$ cat config.mk
export PLATFORM = sky130hd
export DESIGN_NAME = controlador_trayectoria
export DESIGN_NICKNAME = d
export VERILOG_FILES = /design/src/rtl/controlador_trayectoria_pkg.sv /design/src/rtl/controlador_trayectoria_contador.sv /design/src/rtl/controlador_trayectoria.sv
export SDC_FILE = /design/constraint.sdc
export NUM_CORES = 1
export LEC_CHECK = 0
export CELL_PAD_IN_SITES_DETAIL_PLACEMENT = 1
export CELL_PAD_IN_SITES_GLOBAL_PLACEMENT = 1
export CORE_MARGIN = 2
export CORE_UTILIZATION = 33
export CTS_BUF_LIST = sky130_fd_sc_hd__clkbuf_8
export DETAILED_ROUTE_END_ITERATION = 10
export GPL_ROUTABILITY_DRIVEN = 0
export GPL_TIMING_DRIVEN = 1
export PLACE_DENSITY_LB_ADDON = 0.1
export SLEW_MARGIN = 10
export SYNTH_ARGS = -nofsm -noshare
export SYNTH_HDL_FRONTEND = slang
export SYNTH_HIERARCHICAL = 1
export SYNTH_SLANG_ARGS = --single-unit
export TNS_END_PERCENT = 30
$ cat constraint.sdc
create_clock -name clock -period 6.5 [get_ports clock]
set_clock_uncertainty 0.15 [all_clocks]
set_input_delay 1.3 -clock clock [delete_from_list [all_inputs] [get_ports clock]]
set_output_delay 1.3 -clock clock [all_outputs]
set_load 0.005 [all_outputs]
$ cat src/rtl/controlador_trayectoria_pkg.sv
// Shared definitions for the teach-and-replay trajectory controller.
// Holds the state encoding, the RAM word width derivation and the {x,y} field ranges.
`ifndef CONTROLADOR_TRAYECTORIA_PKG_SV
`define CONTROLADOR_TRAYECTORIA_PKG_SV
`define CT_CAMPO_X(be) (2*(be))-1:(be)
`define CT_CAMPO_Y(be) (be)-1:0
`endif

package controlador_trayectoria_pkg;

  typedef enum logic [2:0] {
    StInicial   = 3'd0,
    StEsperar   = 3'd1,
    StGrabar    = 3'd2,
    StLeer      = 3'd3,
    StCaptura   = 3'd4,
    StPresentar = 3'd5,
    StPausa     = 3'd6
  } estado_e;

  function automatic int unsigned bits_coord(input int unsigned bits_eje);
    return 2 * bits_eje;
  endfunction

  function automatic int unsigned capacidad(input int unsigned bits_dir);
    return 32'd1 << bits_dir;
  endfunction

  function automatic logic es_reproduccion(input estado_e e);
    return (e == StLeer) || (e == StCaptura) || (e == StPresentar) || (e == StPausa);
  endfunction

endpackage

$ cat src/rtl/controlador_trayectoria_contador.sv
// contador_puntos: saturating point count, full flag and the replay index.
// The index only advances while it is below cuenta-1, so it never wraps.
module contador_puntos
  import controlador_trayectoria_pkg::*;
#(
  parameter int unsigned BitsDir = 4
) (
  input  logic               clk_i,
  input  logic               rst_ni,
  input  logic               borrar_i,
  input  logic               incrementar_i,
  input  logic               indice_cero_i,
  input  logic               indice_avanzar_i,
  output logic [BitsDir:0]   cuenta_o,
  output logic               lleno_o,
  output logic [BitsDir-1:0] indice_o,
  output logic               ultimo_o,
  output logic               hay_puntos_o
);

  localparam logic [BitsDir:0] CuentaMax = (BitsDir + 1)'(capacidad(BitsDir));

  logic [BitsDir:0]   cuenta_d, cuenta_q;
  logic [BitsDir-1:0] indice_d, indice_q;

  always_comb begin
    cuenta_d = cuenta_q;
    indice_d = indice_q;
    if (borrar_i) begin
      cuenta_d = '0;
      indice_d = '0;
    end else begin
      if (incrementar_i && !lleno_o) begin
        cuenta_d = cuenta_q + 1'b1;
      end
      if (indice_cero_i) begin
        indice_d = '0;
      end else if (indice_avanzar_i && !ultimo_o) begin
        indice_d = indice_q + 1'b1;
      end
    end
  end

  always_ff @(posedge clk_i or negedge rst_ni) begin
    if (!rst_ni) begin
      cuenta_q <= '0;
      indice_q <= '0;
    end else begin
      cuenta_q <= cuenta_d;
      indice_q <= indice_d;
    end
  end

  assign cuenta_o     = cuenta_q;
  assign indice_o     = indice_q;
  assign lleno_o      = (cuenta_q == CuentaMax);
  assign hay_puntos_o = (cuenta_q != '0);
  // With cuenta == 0 the right side is all ones, which a zero-extended index never matches.
  assign ultimo_o     = ({1'b0, indice_q} == (cuenta_q - 1'b1));

endmodule

$ cat src/rtl/controlador_trayectoria.sv
// Teach-and-replay XY controller: records sensor points into an external RAM and
// replays them to the cutting head with a valid/acknowledge handshake.
module controlador_trayectoria
  import controlador_trayectoria_pkg::*;
#(
  parameter int unsigned BITS_EJE = 6,
  parameter int unsigned BITS_DIR = 4,
  localparam int unsigned BITS_COORD = bits_coord(BITS_EJE)
) (
  input  logic                  clock,
  input  logic                  reset_n,
  input  logic                  iniciar_detener,
  input  logic                  pausar_reanudar,
  input  logic                  cancelar,
  input  logic                  guardar_xy,
  input  logic                  cortar,
  input  logic                  repetir,
  input  logic                  dato_siguiente,
  input  logic [BITS_EJE-1:0]   x_sensor,
  input  logic [BITS_EJE-1:0]   y_sensor,
  input  logic [BITS_COORD-1:0] mem_dato_leer,
  output logic [BITS_DIR-1:0]   mem_dir,
  output logic [BITS_COORD-1:0] mem_dato_escribir,
  output logic                  mem_escribir,
  output logic [BITS_EJE-1:0]   x_salida,
  output logic [BITS_EJE-1:0]   y_salida,
  output logic                  punto_valido,
  output logic                  cortando,
  output logic                  en_pausa,
  output logic                  corte_terminado,
  output logic                  lleno,
  output logic [BITS_DIR:0]     cuenta_puntos
);

  estado_e             estado_d, estado_q;
  logic [BITS_EJE-1:0] x_d, x_q;
  logic [BITS_EJE-1:0] y_d, y_q;
  logic                corte_d, corte_q;

  logic [BITS_DIR:0]   cuenta;
  logic [BITS_DIR-1:0] indice;
  logic                ultimo;
  logic                hay_puntos;
  logic                borrar;
  logic                incrementar;
  logic                indice_cero;
  logic                indice_avanzar;

  contador_puntos #(
    .BitsDir (BITS_DIR)
  ) u_contador_puntos (
    .clk_i            (clock),
    .rst_ni           (reset_n),
    .borrar_i         (borrar),
    .incrementar_i    (incrementar),
    .indice_cero_i    (indice_cero),
    .indice_avanzar_i (indice_avanzar),
    .cuenta_o         (cuenta),
    .lleno_o          (lleno),
    .indice_o         (indice),
    .ultimo_o         (ultimo),
    .hay_puntos_o     (hay_puntos)
  );

  always_comb begin
    estado_d       = estado_q;
    x_d            = x_q;
    y_d            = y_q;
    corte_d        = 1'b0;
    borrar         = 1'b0;
    incrementar    = 1'b0;
    indice_cero    = 1'b0;
    indice_avanzar = 1'b0;

    // RAM data addressed in LEER is valid now, whatever the next state turns out to be.
    if (estado_q == StCaptura) begin
      x_d = mem_dato_leer[`CT_CAMPO_X(BITS_EJE)];
      y_d = mem_dato_leer[`CT_CAMPO_Y(BITS_EJE)];
    end

    if (cancelar) begin
      estado_d = StInicial;
      borrar   = 1'b1;
    end else begin
      unique case (estado_q)
        StInicial: begin
          if (iniciar_detener) estado_d = StEsperar;
        end
        StEsperar: begin
          if (iniciar_detener) begin
            estado_d = StInicial;
          end else if (cortar && hay_puntos) begin
            estado_d    = StLeer;
            indice_cero = 1'b1;
          end else if (guardar_xy && !lleno) begin
            estado_d = StGrabar;
          end
        end
        StGrabar: begin
          incrementar = 1'b1;
          estado_d    = StEsperar;
        end
        StLeer: begin
          estado_d = iniciar_detener ? StEsperar : StCaptura;
        end
        StCaptura: begin
          estado_d = iniciar_detener ? StEsperar : StPresentar;
        end
        StPresentar: begin
          if (iniciar_detener) begin
            estado_d = StEsperar;
          end else if (pausar_reanudar) begin
            estado_d = StPausa;
          end else if (dato_siguiente) begin
            if (ultimo) begin
              corte_d = 1'b1;
              if (repetir) begin
                indice_cero = 1'b1;
                estado_d    = StLeer;
              end else begin
                estado_d = StEsperar;
              end
            end else begin
              indice_avanzar = 1'b1;
              estado_d       = StLeer;
            end
          end
        end
        StPausa: begin
          if (iniciar_detener) begin
            estado_d = StEsperar;
          end else if (pausar_reanudar) begin
            estado_d = StPresentar;
          end
        end
        default: estado_d = StInicial;
      endcase
    end
  end

  always_ff @(posedge clock or negedge reset_n) begin
    if (!reset_n) begin
      estado_q <= StInicial;
      x_q      <= '0;
      y_q      <= '0;
      corte_q  <= 1'b0;
    end else begin
      estado_q <= estado_d;
      x_q      <= x_d;
      y_q      <= y_d;
      corte_q  <= corte_d;
    end
  end

  always_comb begin
    mem_dir = '0;
    if (estado_q == StGrabar) begin
      mem_dir = cuenta[BITS_DIR-1:0];
    end else if (estado_q == StLeer) begin
      mem_dir = indice;
    end
  end

  assign mem_escribir      = (estado_q == StGrabar);
  // Sensors are sampled live during the write cycle itself.
  assign mem_dato_escribir = mem_escribir ? {x_sensor, y_sensor} : '0;
  assign x_salida          = x_q;
  assign y_salida          = y_q;
  assign punto_valido      = (estado_q == StPresentar);
  assign cortando          = es_reproduccion(estado_q);
  assign en_pausa          = (estado_q == StPausa);
  assign corte_terminado   = corte_q;
  assign cuenta_puntos     = cuenta;

endmodule

### Yosys cells after proc, flatten, opt, wreduce, memory -nomap -nowiden

Index checks and enable logic that the tools add are counted.

* shifts and indexed selects: 0
* $add $sub $neg: 3
* multiply operators: 0
* div/mod/pow operators: 0
* bitwise logic cells: 0
* equality and inequality tests: 12
* reduce and logical (&&, ||, !) cells: 14
* order comparisons: 0
* muxes and demuxes: 47

Operators with widths (count)
* $mux 3: 13
* $mux 1: 23
* $pmux 3 s7: 1
* $mux 4: 5
* $mux 12: 1
* $mux 5: 2
* $ne 5x5->1 const B: 2
* $eq 3x3->1 const B: 3
* $eq 3x2->1 const B: 2
* $add 5x1->5 const B: 1
* $eq 4x5->1: 1
* $eq 5x5->1 const B: 1
* $reduce_bool 5->1: 1
* $sub 5x1->5 const B: 1
* $add 4x1->4 const B: 1
* $logic_and 1x1->1: 4
* $ne 4x4->1 const B: 1
* $reduce_and 4->1: 1
* $eq 3x1->1 const B: 1
* $logic_not 3->1: 1
* $logic_or 1x1->1: 3
* $ne 3x3->1 const B: 1
* $reduce_bool 3->1: 1
* $logic_not 1->1: 2
* 3 further kinds: 3

* output and inout port bits: 39
* memory bits (read-only): 0
* RAM bits: 0
* memories kept: 0
* latch bits: 0
* bits in registers: 25
* input port bits: 33

### Logic depth before layout (Yosys ltp)

* word-level depth: 12
* depth in mapped cells: 11
* depth with buffers taken out: 11

### Cells and area by module

The synthesis kept the hierarchy.

Modules (own cells, without submodules)
* controlador_trayectoria: area an instance 962.2 µm², times used 1, cells an instance 101
* contador_puntos: area an instance 599.3 µm², times used 1, cells an instance 60

### Worst setup path after synthesis

No wires, ideal clock.

* kind: in2out
* start: input y_sensor[0]
* end: output mem_dato_escribir[0]
* setup slack: 3.625 ns
* data required time: 5.050 ns
* stages: 1
* data arrival time: 1.425 ns
* cell sequence: and2_1

* word-level cells in the longest chain between the ends: 1

RTL lines
* start, declared: line controlador_trayectoria.sv:20 `input logic [BITS_EJE-1:0] y_sensor,`
* $mux 12: line controlador_trayectoria.sv:166 `assign mem_dato_escribir = mem_escribir ? {x_sensor, y_sensor} : '0;`
* end, declared: line controlador_trayectoria.sv:23 `output logic [BITS_COORD-1:0] mem_dato_escribir,`

Every way passes these cells.

### Worst setup path after layout

* start: input y_sensor[4]
* end: output mem_dato_escribir[4]

Same word-level chain as after synthesis.

==> impl_results.md <==
- Worst-case clock buffer depth: 2
- Worst min path class: register to register
- Dpl cells: 278
- Initial antenna violation count: 0
- Final wirelength: 4490 µm
- Post-DP Area: 0.00230 mm²
- Crit path max-delay family: buffers and inverters
- CP Class: input port to output pin
- # H-tree levels: 1
- Row count: 25
- Final setup vio count: 0
- I/O pin total: 72
- CP Cell Sequence: clkdlybuf4s50_1 -> and2_1 -> clkdlybuf4s50_1
- Skew-Pair Late Insertion Delay: 0.28 ns
- # diodes: 0
- Gate Count Post-Synth: 161
- Post-detail-place hpwl: 3500 µm
- Most used cell, CP: clkdlybuf4s50_1
- CTS Buf Count: 3
- Max_cap viols: 0
- Cell area after layout: 0.00234 mm²
- Die Y: 72.8 µm
- Cell taking the most area after synthesis: dfrtp_1
- FF+latch count, synth: 25
- Max Clk Rate: 262 MHz
- Initial DRC count: 68
- Die extent in x: 72.8 µm
- Die area: 0.00530 mm²
- Sequential area share after synthesis: 40.1%
- Worst rel slew slack: 38.9%
- Non-Filler Instances: 282
- Tmin final: 3.82 ns
- Worst vdd ir: 66.1 µV
- Clock Pin Slew Worst Setup and Hold Paths: 0.09 ns
- PortBufs: 71
- Main flop type after synthesis: dfrtp_1
- WP buf/inv: 2
- Final Max Tran Viols: 0
- Final core occ: 50.6%
- Largest net degree at the start of global routing: 26
- First-pass GRT wire length: 7270 µm
- Vias/cell: 5.13
- Global Route Usage Sum: 17.7%
- Status: complete, no violations
- Initial Utilization: 33.7%
- Nets: 265
- Final routed DRC violation total: 0
- Synth top area share: 40.1%
- Post-route ant nets: 0
- Max stage delay on crit path: 0.50 ns
- P_leak: 1.01 nW
- CTS tree: built
- Worst slew pin tran: 0.912 ns
- Post-synth EDFFs: 0
- TNS Setup: 0 ns
- Sinks on Clock Net: 25
- Layout cells sized above 1: 7.02%
- Top post-synthesis cells by count: dfrtp_1, nor2_1, and2_1, mux2_1, nand2_1
- Arrival time worst endpoint: 2.37 ns
- Filler cells: 531
- Net Count, Synth: 197
- Post-synth ARST share: 100%
- Crit path capture type: output pin
- Final period utilization: 58.8%
- Crit-path slowest cell: clkdlybuf4s50_1
- Avg Cell Area, Syn: 9.70 µm²
- Routed via count: 1,447
- Routed WL per cell: 15.9 µm
- Max FO, Critical Path: 1
- Hold_buf cts: 0
- Library cells used by synthesis: 41
- Vias in the first global route: 1,462
- Total grt overflow: 0
- Synth top area cells: dfrtp_1, mux2_1, and2_1, nor2_1, xor2_1
- Top-count cell post-synth: dfrtp_1
- RSZ-0062 raised after global routing: no
- Total power divided by cell area: 128 mW/mm²
- Setup bufs post-CTS: 0
- Yosys warning count: 6
- Critical path startpoint category: input port
- Drt pass-1 iters: 4
- Cell area after synthesis: 0.00156 mm²
- CP required: 5.05 ns
- Final hold vios: 0
- Area grow syn2layout: 50.2%
- Root buf cell: clkbuf_8
- CTS resizes: 0
- Placeable Area: 0.00463 mm²
-- area by class of cell --
type	instances	area [µm²]	share of cell area, %
Sequential cell	25	626	26.7
Tap cell	54	67.6	2.88
Multi-Input combinational cell	119	855	36.4
Timing Repair Buffer	72	718	30.6
Inverter	8	30.0	1.28
Clock buffer	3	41.3	1.76
Clock inverter	1	7.51	0.320
-- routing by layer --
metal  vias to the layer above  part of all wire (%)  GRT usage, %  wire (µm)
li1                        681                     -             -          -
met1                       712                    43          21.5       1930
met2                        47                    50          30.8       2250
met3                         7                   5.4          3.45        243
met4                         0                   1.6          6.58         70
met5                         -                     0             0          0
-- report_power, final --
group | total, mW | internal [mW] | switching (mW)
clock | 0.0987 | 0.0436 | 0.0551
combinational | 0.0387 | 0.0253 | 0.0135
sequential | 0.162 | 0.158 | 0.00406
-- path summary, 6_finish.rpt --
check	cells past startpoint	end	slack (ns)	from
worst max-delay path	3	mem_dato_escribir[4]	2.68	y_sensor[4]
worst min-delay path	1	y_salida[0]	0.35	y_salida[0]
worst max register to register	11	u_contador_puntos/indice_o[2]	3.38	u_contador_puntos/cuenta_o[0]
worst min register to register	1	y_salida[0]	0.35	y_salida[0]
max in group asynchronous	2	y_salida[5]	4.72	reset_n
min in group asynchronous	2	u_contador_puntos/cuenta_o[4]	1.22	reset_n
-- cell usage in the layout (no fill, tap or decap), types with 2 or more instances in the layout --
| cell type | instances |
|---|---|
| nand2b_1 | 3 |
| clkdlybuf4s50_1 | 71 |
| nand2_1 | 10 |
| nand4_1 | 3 |
| and2_1 | 12 |
| a31oi_1 | 2 |
| mux2_2 | 2 |
| nor2b_1 | 3 |
| xor2_1 | 6 |
| dfrtp_1 | 25 |
| ha_1 | 3 |
| o21ai_0 | 5 |
| nor3_1 | 9 |
| nor2_1 | 16 |
| clkbuf_8 | 3 |
| mux2i_1 | 5 |
| mux2_1 | 10 |
| xnor2_1 | 4 |
| nand3_1 | 5 |
| a21oi_1 | 3 |
| inv_1 | 8 |
-- kinds of logic after synthesis --
logic type	Yosys count	synth area share, %
simple gates	69	23.9
flops	25	40.1
compound gates	19	9.21
buf+inv	17	5.21
mux	17	11.9
xor+xnor	11	7.37
fa+ha+maj	3	2.40
-- state kept, by name, summed over array words and instances (netlist names) --
register,cells
x_salida,6
y_salida,6
u_contador_puntos/cuenta_o,5
u_contador_puntos/indice_o,4
estado_q,3
corte_terminado,1
-- per-stage QoR --
| stage | setup slack, ns | power, mW | hold WS, ns |
|---|---|---|---|
| final | 2.68 | 0.299 | 0.348 |
| after global routing | 2.54 | 0.317 | 0.372 |
| after CTS | 2.67 | 0.304 | 0.352 |
| after detailed placement | 2.67 | 0.204 | 0.329 |
| after global placement | 2.68 | 0.203 | 0.323 |
| after floorplan | 3.63 | 0.174 | 0.333 |
Note: power is estimated with default switching activity, not from simulation.
